`config.mk`:
```
export PLATFORM = sky130hd
export DESIGN_NAME = cordic_sincos
export DESIGN_NICKNAME = d
export VERILOG_FILES = /design/src/rtl/cordic_sincos.sv
export SDC_FILE = /design/constraint.sdc
export NUM_CORES = 1
export LEC_CHECK = 0
export CAP_MARGIN = 10
export CORE_UTILIZATION = 30
export CTS_CLUSTER_SIZE = 12
export DETAILED_ROUTE_END_ITERATION = 7
export PLACE_DENSITY_LB_ADDON = 0.15
export SLEW_MARGIN = 0
export SYNTH_ARGS = -nofsm -noshare
export SYNTH_HDL_FRONTEND = slang
export SYNTH_SLANG_ARGS = --single-unit
```
`constraint.sdc`:
```
create_clock -name clk -period 6 [get_ports clk]
set_input_delay 1.8 -clock clk [delete_from_list [all_inputs] [get_ports clk]]
set_output_delay 1.8 -clock clk [all_outputs]
set_load 0.1 [all_outputs]
```
`src/rtl/cordic_sincos.sv`:
```
// cordic_sincos: iterative CORDIC sine/cosine generator.
//
// Takes one phase word in Q3.29 radians (nominally [-pi, +pi]). The phase is
// folded into [-pi/2, +pi/2] with a sign flag. After that the block runs one
// micro-rotation per clock. The results are presented as registered Q2.30
// cos/sin values under a valid/ready handshake.
//
// Optional build macro: CORDIC_PHASE_WRAP_EN
//   When defined, the captured phase is first wrapped into [-pi, +pi] in M+1
//   bits. This absorbs phase-accumulator overshoot up to 0x7FFFFFFF.
//
// Ports
//   clk        clock, all state updates on the rising edge
//   rst        asynchronous reset, active low
//   in_valid   phase is valid (captured when in_ready is high)
//   phase      signed Q3.29 phase, M bits
//   in_ready   high only while idle
//   out_valid  high only while a result is presented
//   out_ready  downstream accepts the result
//   cos_out    signed Q2.30 cosine, M bits, registered
//   sin_out    signed Q2.30 sine, M bits, registered
//
// state  | meaning
// IDLE   | waiting for a phase, in_ready high
// ROTATE | micro-rotations i = 0..ITER-1, then one cycle to register results
// DONE   | result held, out_valid high until out_ready
module cordic_sincos #(
  parameter int M    = 32,
  parameter int N    = 5,
  parameter int ITER = 24
) (
  input  logic         clk,
  input  logic         rst,
  input  logic         in_valid,
  input  logic [M-1:0] phase,
  output logic         in_ready,
  output logic         out_valid,
  input  logic         out_ready,
  output logic [M-1:0] cos_out,
  output logic [M-1:0] sin_out
);

  typedef enum logic [1:0] {IDLE, ROTATE, DONE} state_e;

  localparam logic signed [M-1:0] HALF_PI = M'(32'sh3243F6A9);
  localparam logic signed [M-1:0] PI_C    = M'(32'sh6487ED51);
  localparam logic signed [M-1:0] K_C     = M'(32'sh26DD3B6A);

  // round(atan(2^-i) * 2^29)
  localparam logic [31:0] ATAN_TAB [32] = '{
    32'h1921FB54, 32'h0ED63383, 32'h07D6DD7E, 32'h03FAB753,
    32'h01FF55BB, 32'h00FFEAAE, 32'h007FFD55, 32'h003FFFAB,
    32'h001FFFF5, 32'h000FFFFF, 32'h00080000, 32'h00040000,
    32'h00020000, 32'h00010000, 32'h00008000, 32'h00004000,
    32'h00002000, 32'h00001000, 32'h00000800, 32'h00000400,
    32'h00000200, 32'h00000100, 32'h00000080, 32'h00000040,
    32'h00000020, 32'h00000010, 32'h00000008, 32'h00000004,
    32'h00000002, 32'h00000001, 32'h00000000, 32'h00000000
  };

  state_e                state_q, state_d;
  logic [N-1:0]          cnt_q, cnt_d;
  logic signed [M+1:0]   x_q, x_d;
  logic signed [M+1:0]   y_q, y_d;
  logic signed [M-1:0]   z_q, z_d;
  logic                  neg_q, neg_d;
  logic [M-1:0]          cos_q, cos_d;
  logic [M-1:0]          sin_q, sin_d;

  logic signed [M-1:0]   ph_w;
  logic signed [M-1:0]   z_fold;
  logic                  neg_fold;
  logic signed [M+1:0]   x_sh, y_sh;
  logic signed [M-1:0]   atan_c;

`ifdef CORDIC_PHASE_WRAP_EN
  localparam logic signed [M:0] PI_W     = (M+1)'(33'sh0_6487ED51);
  localparam logic signed [M:0] TWO_PI_W = (M+1)'(33'sh0_C90FDAA2);
  logic signed [M:0] ph_ext;

  // One extra bit so that phase +/- 2pi cannot overflow before the fold.
  always_comb begin
    ph_ext = {phase[M-1], phase};
    if (ph_ext > PI_W) begin
      ph_ext = ph_ext - TWO_PI_W;
    end else if (ph_ext < -PI_W) begin
      ph_ext = ph_ext + TWO_PI_W;
    end
    ph_w = M'(ph_ext);
  end
`else
  assign ph_w = $signed(phase);
`endif

  // Exactly +/-pi/2 stays unfolded; exactly +/-pi folds to z = 0 with negation.
  always_comb begin
    z_fold   = ph_w;
    neg_fold = 1'b0;
    if (ph_w > HALF_PI) begin
      z_fold   = ph_w - PI_C;
      neg_fold = 1'b1;
    end else if (ph_w < -HALF_PI) begin
      z_fold   = ph_w + PI_C;
      neg_fold = 1'b1;
    end
  end

  assign x_sh   = x_q >>> cnt_q;
  assign y_sh   = y_q >>> cnt_q;
  assign atan_c = M'(ATAN_TAB[cnt_q]);

  always_comb begin
    state_d = state_q;
    cnt_d   = cnt_q;
    x_d     = x_q;
    y_d     = y_q;
    z_d     = z_q;
    neg_d   = neg_q;
    cos_d   = cos_q;
    sin_d   = sin_q;
    case (state_q)
      IDLE: begin
        if (in_valid) begin
          state_d = ROTATE;
          cnt_d   = '0;
          x_d     = (M+2)'(K_C);
          y_d     = '0;
          z_d     = z_fold;
          neg_d   = neg_fold;
        end
      end
      ROTATE: begin
        // cnt_q == ITER is the extra cycle that registers the outputs,
        // which gives ITER+1 cycles from capture to out_valid.
        if (cnt_q == N'(ITER)) begin
          cos_d   = M'(neg_q ? -x_q : x_q);
          sin_d   = M'(neg_q ? -y_q : y_q);
          state_d = DONE;
        end else begin
          if (!z_q[M-1]) begin
            x_d = x_q - y_sh;
            y_d = y_q + x_sh;
            z_d = z_q - atan_c;
          end else begin
            x_d = x_q + y_sh;
            y_d = y_q - x_sh;
            z_d = z_q + atan_c;
          end
          cnt_d = cnt_q + 1'b1;
        end
      end
      DONE: begin
        if (out_ready) begin
          state_d = IDLE;
        end
      end
      default: state_d = IDLE;
    endcase
  end

  always_ff @(posedge clk or negedge rst) begin
    if (!rst) begin
      state_q <= IDLE;
      cnt_q   <= '0;
      x_q     <= '0;
      y_q     <= '0;
      z_q     <= '0;
      neg_q   <= 1'b0;
      cos_q   <= '0;
      sin_q   <= '0;
    end else begin
      state_q <= state_d;
      cnt_q   <= cnt_d;
      x_q     <= x_d;
      y_q     <= y_d;
      z_q     <= z_d;
      neg_q   <= neg_d;
      cos_q   <= cos_d;
      sin_q   <= sin_d;
    end
  end

  assign in_ready  = (state_q == IDLE);
  assign out_valid = (state_q == DONE);
  assign cos_out   = cos_q;
  assign sin_out   = sin_q;

endmodule

```
=== Word-level counts from Yosys, hierarchy flattened ===
Memory sizes are Yosys's and may differ from the RTL's.
Cells that the tools add are included.

* Equality and inequality tests: 7
* Add/sub/neg operators: 11
* Bitwise logic cells: 1
* Muxes and demuxes: 27
* $lt $le $gt $ge: 3
* Shift operators: 2
* Reduce and logical (&&, ||, !) cells: 6

{| class="wikitable"
|+ Operators by type and width
! operator !! number
|-
| 32-bit 2-to-1 mux || 9
|-
| 34-bit 2-to-1 mux || 6
|-
| 34-bit one-hot mux with 2 select lines || 2
|-
| 34-bit adder || 2
|-
| 34-bit by 5-bit >>> shifter with 34-bit output || 2
|-
| 34-bit subtractor || 2
|-
| 32-bit negation || 2
|-
| 32-bit one-hot mux with 2 select lines || 1
|-
| 32-bit adder || 1
|-
| 32-bit adder, second input constant || 1
|-
| 32-bit by 31-bit > comparator with 1-bit output, second input constant || 1
|-
| 32-bit by 31-bit < comparator with 1-bit output, second input constant || 1
|-
| 32-bit subtractor || 1
|-
| 32-bit subtractor, second input constant || 1
|-
| 5-bit 2-to-1 mux || 2
|-
| 5-bit one-hot mux with 2 select lines || 1
|-
| 6-bit >= comparator, second input constant || 1
|-
| 2-bit 2-to-1 mux || 3
|-
| 2-bit inequality test, second input constant || 3
|-
| 5-bit inverter with 6-bit output || 1
|-
| 2-bit one-hot mux with 3 select lines || 1
|-
| 3-bit AND reduction || 2
|-
| 5-bit by 1-bit adder with 5-bit output, second input constant || 1
|-
| 5-bit equality test, second input constant || 1
|-
| 7 further kinds || 9
|}

* Word-level logic and storage cells: 66
* Output and inout port bits: 66
* Memories kept: 1
* Memory bits (read-only): 1024
* Register bits: 172

{| class="wikitable"
|+ Memory list
! name !! words !! width !! rd ports !! clocked after Yosys merged registers in !! wr ports !! line !! text
|-
| (name not given) || 32 || 32 || 1 || 0 || 0 || 110 || <nowiki>assign atan_c = M'(ATAN_TAB[cnt_q]);</nowiki>
|}

=== Longest topological paths before layout ===
Gate-level depths: netlist (run 1).

* Depth in word-level cells: 8
* Depth in mapped cells: 29

=== Worst setup path before layout (run 1) ===
Ideal clock, no wire load.

* Path kind: register to register
* Start: reg cnt_q[0]
* End: reg z_q[31]
* Stages on the path, launching flop included: 27
* Data required time: 5.879 ns
* Buffers on the path: 4
* Setup time: 0.121 ns
* Period minus slack after synthesis: 6.325 ns
* Arrival time: 6.203 ns
* Slack: -0.325 ns
* Cell sequence: dfrtp_1 > buf_4 > clkinv_1 > buf_4 > buf_2 > ha_1 > clkbuf_1 > mux2_2 > a22oi_1 > o22ai_1 > or4_1 > nor3_1 > nand2b_1 > nor4_1 > a21oi_1 > xnor2_1 > ha_1 > and3_1 > a221oi_1 > o31ai_1 > a221o_1 > a221oi_1 > a41oi_1 > o21ai_0 > o21ai_0 > o31a_1 > o22a_1

* Longest elaborated chain between the ends: 8
* Elaborated cells on any way between the ends: 12

{| class="wikitable"
|+ Ends and longest elaborated chain
! element !! line !! text
|-
| start, declared || 62 || <nowiki>logic [N-1:0] cnt_q, cnt_d;</nowiki>
|-
| start signal, assigned || 173 || <nowiki>cnt_q <= cnt_d;</nowiki>
|-
| 5-bit inverter with 6-bit output (not written as such) || 110 ||
|-
| memory read 32 x 32 bit || n/a ||
|-
| 32-bit 2-to-1 mux (not written as such) (2 in series) || 110 ||
|-
| 32-bit subtractor or 32-bit adder (tied branches) || 143, 147 ||
|-
| 32-bit 2-to-1 mux || 140 || <nowiki>if (!z_q[M-1]) begin</nowiki>
|-
| 32-bit 2-to-1 mux || 135 || <nowiki>if (cnt_q == N'(ITER)) begin</nowiki>
|-
| 32-bit one-hot mux with 2 select lines || 121 || <nowiki>case (state_q)</nowiki>
|-
| end signal, assigned || 176 || <nowiki>z_q <= z_d;</nowiki>
|-
| end, declared || 65 || <nowiki>logic signed [M-1:0] z_q, z_d;</nowiki>
|}

Parallel ways exist; a longest one is shown, timed or not. The select of a mux whose other input is x is not followed.
A chain may end at the register's enable or synchronous reset.

=== Final worst setup path (run 1) ===
* Start: reg cnt_q[1]
* End: reg x_q[33]

* Longest elaborated chain between the ends: 5
* Elaborated cells on any way between the ends: 9

{| class="wikitable"
|+ Ends and longest elaborated chain
! element !! line !! text
|-
| 34-bit by 5-bit >>> shifter with 34-bit output || 109 || <nowiki>assign y_sh = y_q >>> cnt_q;</nowiki>
|-
| 34-bit subtractor or 34-bit adder (tied branches) || 141, 145 ||
|-
| 34-bit 2-to-1 mux || 140 ||
|-
| 34-bit 2-to-1 mux || 135 ||
|-
| 34-bit one-hot mux with 2 select lines || 121 ||
|-
| end signal, assigned || 165 || <nowiki>x_q <= '0;</nowiki>
|-
| end signal, assigned || 174 || <nowiki>x_q <= x_d;</nowiki>
|-
| end, declared || 63 || <nowiki>logic signed [M+1:0] x_q, x_d;</nowiki>
|}

Parallel ways exist; a longest one is shown, timed or not. The select of a mux whose other input is x is not followed.

==> results of run 1 <==
-- synth_stat cells, drive strengths merged, types with 8 or more instances --
cell	instances	share of area (%)
nor4	11	0.36
or2	9	0.27
ha	114	6.8
a21oi	280	6.7
nor2	276	4.9
buf	68	1.7
o211ai	14	0.50
a211oi	23	0.82
mux2	28	1.5
nor2b	29	0.87
and3	25	0.75
or3	22	0.66
o22ai	27	0.81
a22oi	15	0.54
nand2b	30	0.90
clkbuf	157	2.8
o41ai	16	0.67
nand4	11	0.33
xnor2	117	4.9
inv	50	0.90
xor2	148	6.2
nand2	193	3.5
a211o	8	0.33
a21o	66	2.4
or4	11	0.41
dfrtp	172	21
nor3	46	1.1
a32oi	12	0.50
nand3	73	1.7
and2	22	0.66
a221oi	17	0.71
o21bai	16	0.57
o31ai	39	1.4
o21ai	181	4.3
nor3b	9	0.37
a31oi	45	1.3
mux2i	37	1.8
o21a	16	0.57
mux4	83	9.0
-- per-stage QoR --
stage / utilization [%] / hold slack, ns / setup TNS (ns) / std cells / cell area, sq um
2_1_floorplan: - / 0.456 / 0 / 2628 / 21000
3_3_place_gp: 36.9 / 0.483 / -0.748 / 3836 / 25400
3_5_place_dp: 36.9 / 0.483 / -1.44 / 3836 / 25400
4_1_cts: 38.0 / 0.502 / 0 / 3874 / 26100
5_1_grt: 38.5 / 0.529 / -0.0374 / 3886 / 26500
6_report: 38.5 / 0.494 / 0 / 3886 / 26500
-- kinds of logic (layout without fill, tap and decap cells) --
kind of cell             Yosys count  after routing
multiplexers                     148            148
XOR/XNOR                         265            265
flip-flops                       172            172
buffers and inverters            279            606
AND/OR/NAND/NOR                  786            786
adder cells (fa/ha/maj)          117            117
AO/OA/AOI/OAI                    861            861
-- cells in the final DEF (no fill, tap or decap), drive strengths merged, types with 37 or more instances in the layout --
master and instances:
ha 114, o31ai 39, nand3 73, xnor2 117, a21o 66, clkdlybuf4s50 100, dfrtp 172, inv 62
buf 418, xor2 148, a31oi 45, nor3 46, o21ai 181, nor2 276, mux4 83, a21oi 280
nand2 193, mux2i 37
-- critical path: stages (launching register included) --
cell,delay [ns]
dfrtp_4,0.49
buf_8,0.15
buf_6,0.14
mux4_2,0.53
a222oi_1,0.45
buf_4,0.21
o22ai_1,0.12
a21oi_2,0.17
nand3_2,0.11
nor4_4,0.31
and2_4,0.21
and3_4,0.20
and2_1,0.15
a31oi_1,0.10
xnor2_1,0.15
ha_1,0.29
a21o_1,0.18
a21o_1,0.19
nor2_1,0.09
o211ai_1,0.11
a21oi_2,0.16
buf_4,0.14
o31ai_1,0.10
o41ai_1,0.29
buf_4,0.18
nand3_1,0.10
a211o_1,0.30
o21ai_1,0.07
-- repair_timing --
item | CTS | global route
pin swaps | 5 | 31
cloned | 0 | 1
buffers inserted | 6 | 10
hold buffers | 0 | 0
endpoints found under the setup margin | 11 | 13
resized for setup | 21 | 63
-- final timing paths --
path | start | to | slack, ns | cells after the start
max | cnt_q[1] | x_q[33] | 0.23 | 27
min in group asynchronous | rst | cos_out[14] | 1.38 | 1
min | z_q[9] | z_q[9] | 0.49 | 2
max reg2reg | cnt_q[1] | x_q[33] | 0.23 | 27
min reg2reg | z_q[9] | z_q[9] | 0.49 | 2
max in group asynchronous | rst | y_q[30] | 3.66 | 2
-- state kept, by name, indices dropped and copies added (netlist names) --
name and cells:
sin_out 32, y_q 34, neg_q 1, cnt_q 5, x_q 34, z_q 32
state_q 2, cos_out 32
-- per-layer routing --
metal	up-vias	wire [um]	GRT usage [%]
met5	-	0	0
met2	694	42200	42.1
met3	142	4370	3.26
met1	10800	38400	31.4
li1	10300	-	-
met4	0	3310	9.74
-- final cells by class --
type | instances | area [sq um]
clock inverters | 14 | 163
multi-input cells | 2177 | 15800
fillers | 7058 | 42300
well taps | 931 | 1160
repair buffers | 520 | 4360
flip-flops and latches | 172 | 4320
inverters | 54 | 205
clock buffers | 18 | 439
==> metrics.md, run 1 <==
| Metric | Value |
|---|---|
| Outcome | `complete, no violations` |
| Die area | `70900 sq um` |
| Worst setup EP type | `flop` |
| Area grow syn2layout | `26.3%` |
| EDFF count, synth | `0` |
| RSZ-0062 raised after global routing | `true` |
| DP Wirelength | `69100 um` |
| Clock sinks | `172` |
| Worst setup SP type | `flop` |
| Vias in the first global route | `21500` |
| CTS buffer count | `17` |
| DR iter-0 viols | `1641` |
| GRT Overall Usage | `24.7%` |
| Detail Route Antenna Nets | `0` |
| Via count | `22000` |
| Synth warn | `0` |
| Vias per cell | `5.65` |
| Worst hold path type | `flop to flop` |
| Clock slew at reported path FFs | `0.08 ns` |
| CP arrival | `6.20 ns` |
| Critical path required time | `6.43 ns` |
| Wire per inst | `22.7 um` |
| Slew Limit Headroom | `21.8%` |
| First-pass GRT wire length | `134000 um` |
| Synthesized area | `21000 sq um` |
| Post-Synthesis Cells | `2628` |
| Mapped Nets | `2781` |
| Post-synthesis adder-cell area fraction | `7.09%` |
| Fin crit period | `5.77 ns` |
| Async set-reset flop share out of synthesis | `100%` |
| Routability Congestion | `0.975` |
| Largest net degree at the start of global routing | `96` |
| Count of distinct cell types in the synthesized netlist | `89` |
| Period utilisation layout | `96.1%` |
| Fmax | `0.173 GHz` |
| Clock root buffer | `clkbuf_16` |
| Critical path fanouts, max | `6` |
| Largest family of logic cells by synthesized area | `compound AO/OA/AOI/OAI gates` |
| Rows | `96` |
| Post-route DRC violation count | `0` |
| Max H-tree Level | `4` |
| Fin nets | `3095` |
| Final hold vios | `0` |
| Post-Place Setup Slack | `-0.345 ns` |
| Simple-gate share of the synthesized area | `17.6%` |
| Synth Area in Compound Gates | `25.9%` |
| CTS tree | `built` |
| Die width | `266 um` |
| Clock Skews | `0.0186 ns` |
| TritonRoute pass-1 iters | `6` |
| Antenna Cells | `0` |
| CTS Buffer Depth | `2` |
| Ys flop type | `dfrtp_1` |
| Total congestion overflow | `0` |
| Least-Margin Pin Slew | `1.17 ns` |
| Slew Limit Fails | `0` |
| Port Buf Inserts | `101` |
| Synthesized flop and latch total | `172` |
| Core Box Area | `68800 sq um` |
| Max Cap Violations | `0` |
| Mux share of post-synthesis cell area | `12.2%` |
| Clk Latency, worst-skew pair | `0.51 ns` |
| Setup violators final | `0` |
| Syn Area/Cell | `7.98 sq um` |
| Seq/Total Area, Yosys | `20.5%` |
| Starting density of the core | `30.5%` |
| XOR/XNOR Fraction of Synth Area | `11.1%` |
| Wirelength, routed | `88300 um` |
| Fin worst setup slack | `0.232 ns` |
| Crit Path Class | `flop to flop` |
| Die height | `266 um` |
| Fraction of layout cells with a size suffix above 1 | `22.1%` |
| Top-level port count | `102` |
| Initial antenna violation count | `0` |
Power of run 1 is not shown: default switching activity piles up to over one toggle a cycle in this logic, so the estimate is an artifact.
==> run 2: changes to the inputs <==
Settings changed: SLEW_MARGIN 0 to 20.
==> run 2 against run 1 <==
Against the previous run:
- cell count up 0.33%
- core utilization up 0.15 points
- hold slack better by 0.0064 ns
- critical path depth down 2
- clock-buffer cell count unchanged
- flip-flop and latch count unchanged
- maximum frequency down 0.77%
- critical path type unchanged
==> metrics.md, run 2 (same netlist as run 1, synthesis figures left out) <==
| Metric | Value |
|---|---|
| Outcome | `complete, no violations (unchanged)` |
| Most frequent cells in the layout | `415 x buf_4, 274 x nor2_1, 273 x a21oi_1, 191 x nand2_1, 169 x o21ai_0 (was 399 x buf_4, 275 x nor2_1, 273 x a21oi_1, 191 x nand2_1, 168 x o21ai_0)` |
| Crit-path most repeated cell | `buf_4 (unchanged)` |
| Footprint of the multi-input gates | `15900 sq um (was 15800 sq um)` |
| Crit Path Class | `flop to flop (unchanged)` |
| CP arrival | `6.17 ns (was 6.20 ns)` |
| Vias per cell | `5.63 (was 5.65)` |
| Slowest stage cell, crit path | `mux4_2 (unchanged)` |
| Core Box Area | `68800 sq um (unchanged)` |
| Fin nets | `3108 (was 3095)` |
| Clock Skews | `0.0133 ns (was 0.0186 ns)` |
| Placed cells | `3836 (unchanged)` |
| Fin cells | `3899 (was 3886)` |
| Fin worst setup slack | `0.187 ns (was 0.232 ns)` |
| Clk Latency, worst-skew pair | `0.50 ns (was 0.51 ns)` |
| Fraction of layout cells with a size suffix above 1 | `22.5% (was 22.1%)` |
| Area grow syn2layout | `26.8% (was 26.3%)` |
| TritonRoute pass-1 iters | `6 (unchanged)` |
| Top-level port count | `102 (unchanged)` |
| GRT Overall Usage | `24.6% (was 24.7%)` |
| Clock sinks | `172 (unchanged)` |
| Setup violators final | `0 (unchanged)` |
| Wirelength, routed | `88300 um (about the same)` |
| Largest net degree at the start of global routing | `96 (unchanged)` |
| Port Buf Inserts | `101 (unchanged)` |
| Slew Limit Fails | `0 (unchanged)` |
| Top Registers | `x_q: 34 flops, y_q: 34 flops (unchanged)` |
| FF+latch area | `4320 sq um (unchanged)` |
| Critical path required time | `6.35 ns (was 6.43 ns)` |
| CTS buffer count | `17 (unchanged)` |
| Die height | `266 um (unchanged)` |
| Die width | `266 um (unchanged)` |
| Fmax | `0.172 GHz (was 0.173 GHz)` |
| Max H-tree Level | `4 (unchanged)` |
| Least-Margin Pin Slew | `1.16 ns (was 1.17 ns)` |
| Period utilisation layout | `96.9% (was 96.1%)` |
| Die area | `70900 sq um (unchanged)` |
| Detail Route Antenna Nets | `0 (unchanged)` |
| First-pass GRT wire length | `133000 um (was 134000 um)` |
| Hold_buf cts | `0 (unchanged)` |
| Initial antenna violation count | `2 (was 0)` |
| Max Cap Violations | `0 (unchanged)` |
| Crit-path max cell delay | `0.53 ns (about the same)` |
| Post-Place Setup Slack | `-0.348 ns (was -0.345 ns)` |
| Vias in the first global route | `21500 (about the same)` |
| DP Wirelength | `69100 um (about the same)` |
| Worst setup SP type | `flop (unchanged)` |
| Rows | `96 (unchanged)` |
| Wire per inst | `22.6 um (was 22.7 um)` |
| Critical path fanouts, max | `8 (was 6)` |
| Worst setup EP type | `flop (unchanged)` |
| Most common cell after layout, fill and taps aside | `buf_4 (unchanged)` |
| Total congestion overflow | `0 (unchanged)` |
| CTS tree | `built (unchanged)` |
| Fillers | `7091 (was 7058)` |
| Slew Limit Headroom | `22.1% (was 21.8%)` |
| Worst hold path type | `flop to flop (unchanged)` |
| Via count | `22000 (about the same)` |
| Antenna Cells | `0 (unchanged)` |
| Fin crit period | `5.81 ns (was 5.77 ns)` |
| Routability Congestion | `0.975 (unchanged)` |
| DR iter-0 viols | `1642 (was 1641)` |
| Clock root buffer | `clkbuf_16 (unchanged)` |
| Final hold vios | `0 (unchanged)` |
| Clock slew at reported path FFs | `0.08 ns (about the same)` |
| Hold Slack | `0.500 ns (was 0.494 ns)` |
| Post-route DRC violation count | `0 (unchanged)` |
| CTS Buffer Depth | `2 (unchanged)` |
| Starting density of the core | `30.5% (unchanged)` |
## run 2: changes by cell type in the layout (fill, tap and decap cells not counted), sizes merged
cell / before / now
buf: 418 / 431
clkinv: 6 / 9
inv: 62 / 58
clkinvlp: 0 / 1
## run 2: worst max-delay path: cells and delay by family (launching register included)
family	cells	cell delay (ns)
AOI/OAI and AO/OA	11	2.12
xor gates and xnor gates	2	0.47
adders and majority gates	1	0.31
muxes	1	0.53
buffers and inverters	7	1.08
DFF	1	0.51
and+or+nand+nor	3	0.64
## run 2: worst paths after layout
path / startpoint / to / slack, ns / depth (start not counted)
hold reg to reg: z_q[9] / z_q[9] / 0.50 / 2
setup / recovery: cnt_q[1] / x_q[22] / 0.19 / 25
min in group asynchronous: rst / cos_out[14] / 1.38 / 1
hold / removal: z_q[9] / z_q[9] / 0.50 / 2
max in group asynchronous: rst / y_q[24] / 3.65 / 2
setup reg to reg: cnt_q[1] / x_q[22] / 0.19 / 25
## run 2: repair_timing
item                                    CTS  global route
gates resized for setup                  22            59
pin swaps                                 5            38
endpoints found under the setup margin   11            15
setup buffers                            10            21
cloned                                    0             1
## run 2: area by class of cell
| class | count | area share, % |
|---|---|---|
| Clock buffer | 18 | 1.61 |
| Clock inverter | 14 | 0.560 |
| Inverter | 54 | 0.767 |
| Multi-Input combinational cell | 2177 | 59.7 |
| Sequential cell | 172 | 16.3 |
| Tap cell | 931 | 4.38 |
| Timing Repair Buffer | 533 | 16.8 |
## run 2: through the flow
stage,setup TNS [ns],util [%],cell area [sq um]
after floorplan,0,-,21000
after global placement,-0.748,36.9,25400
after detailed placement,-1.45,36.9,25400
after CTS,-0.0176,38.0,26200
after global routing,-0.00377,38.6,26600
final,0,38.6,26600
## run 2: routing by layer
| metal | up-vias | share of wire (%) | global-route usage (%) |
|---|---|---|---|
| li1 | 10300 | - | - |
| met3 | 144 | 4.7 | 3.02 |
| met1 | 10800 | 43 | 31.4 |
| met5 | - | 0.015 | 0 |
| met4 | 2 | 4.1 | 10.1 |
| met2 | 673 | 48 | 41.8 |
Power of run 2 is left out for the same reason.
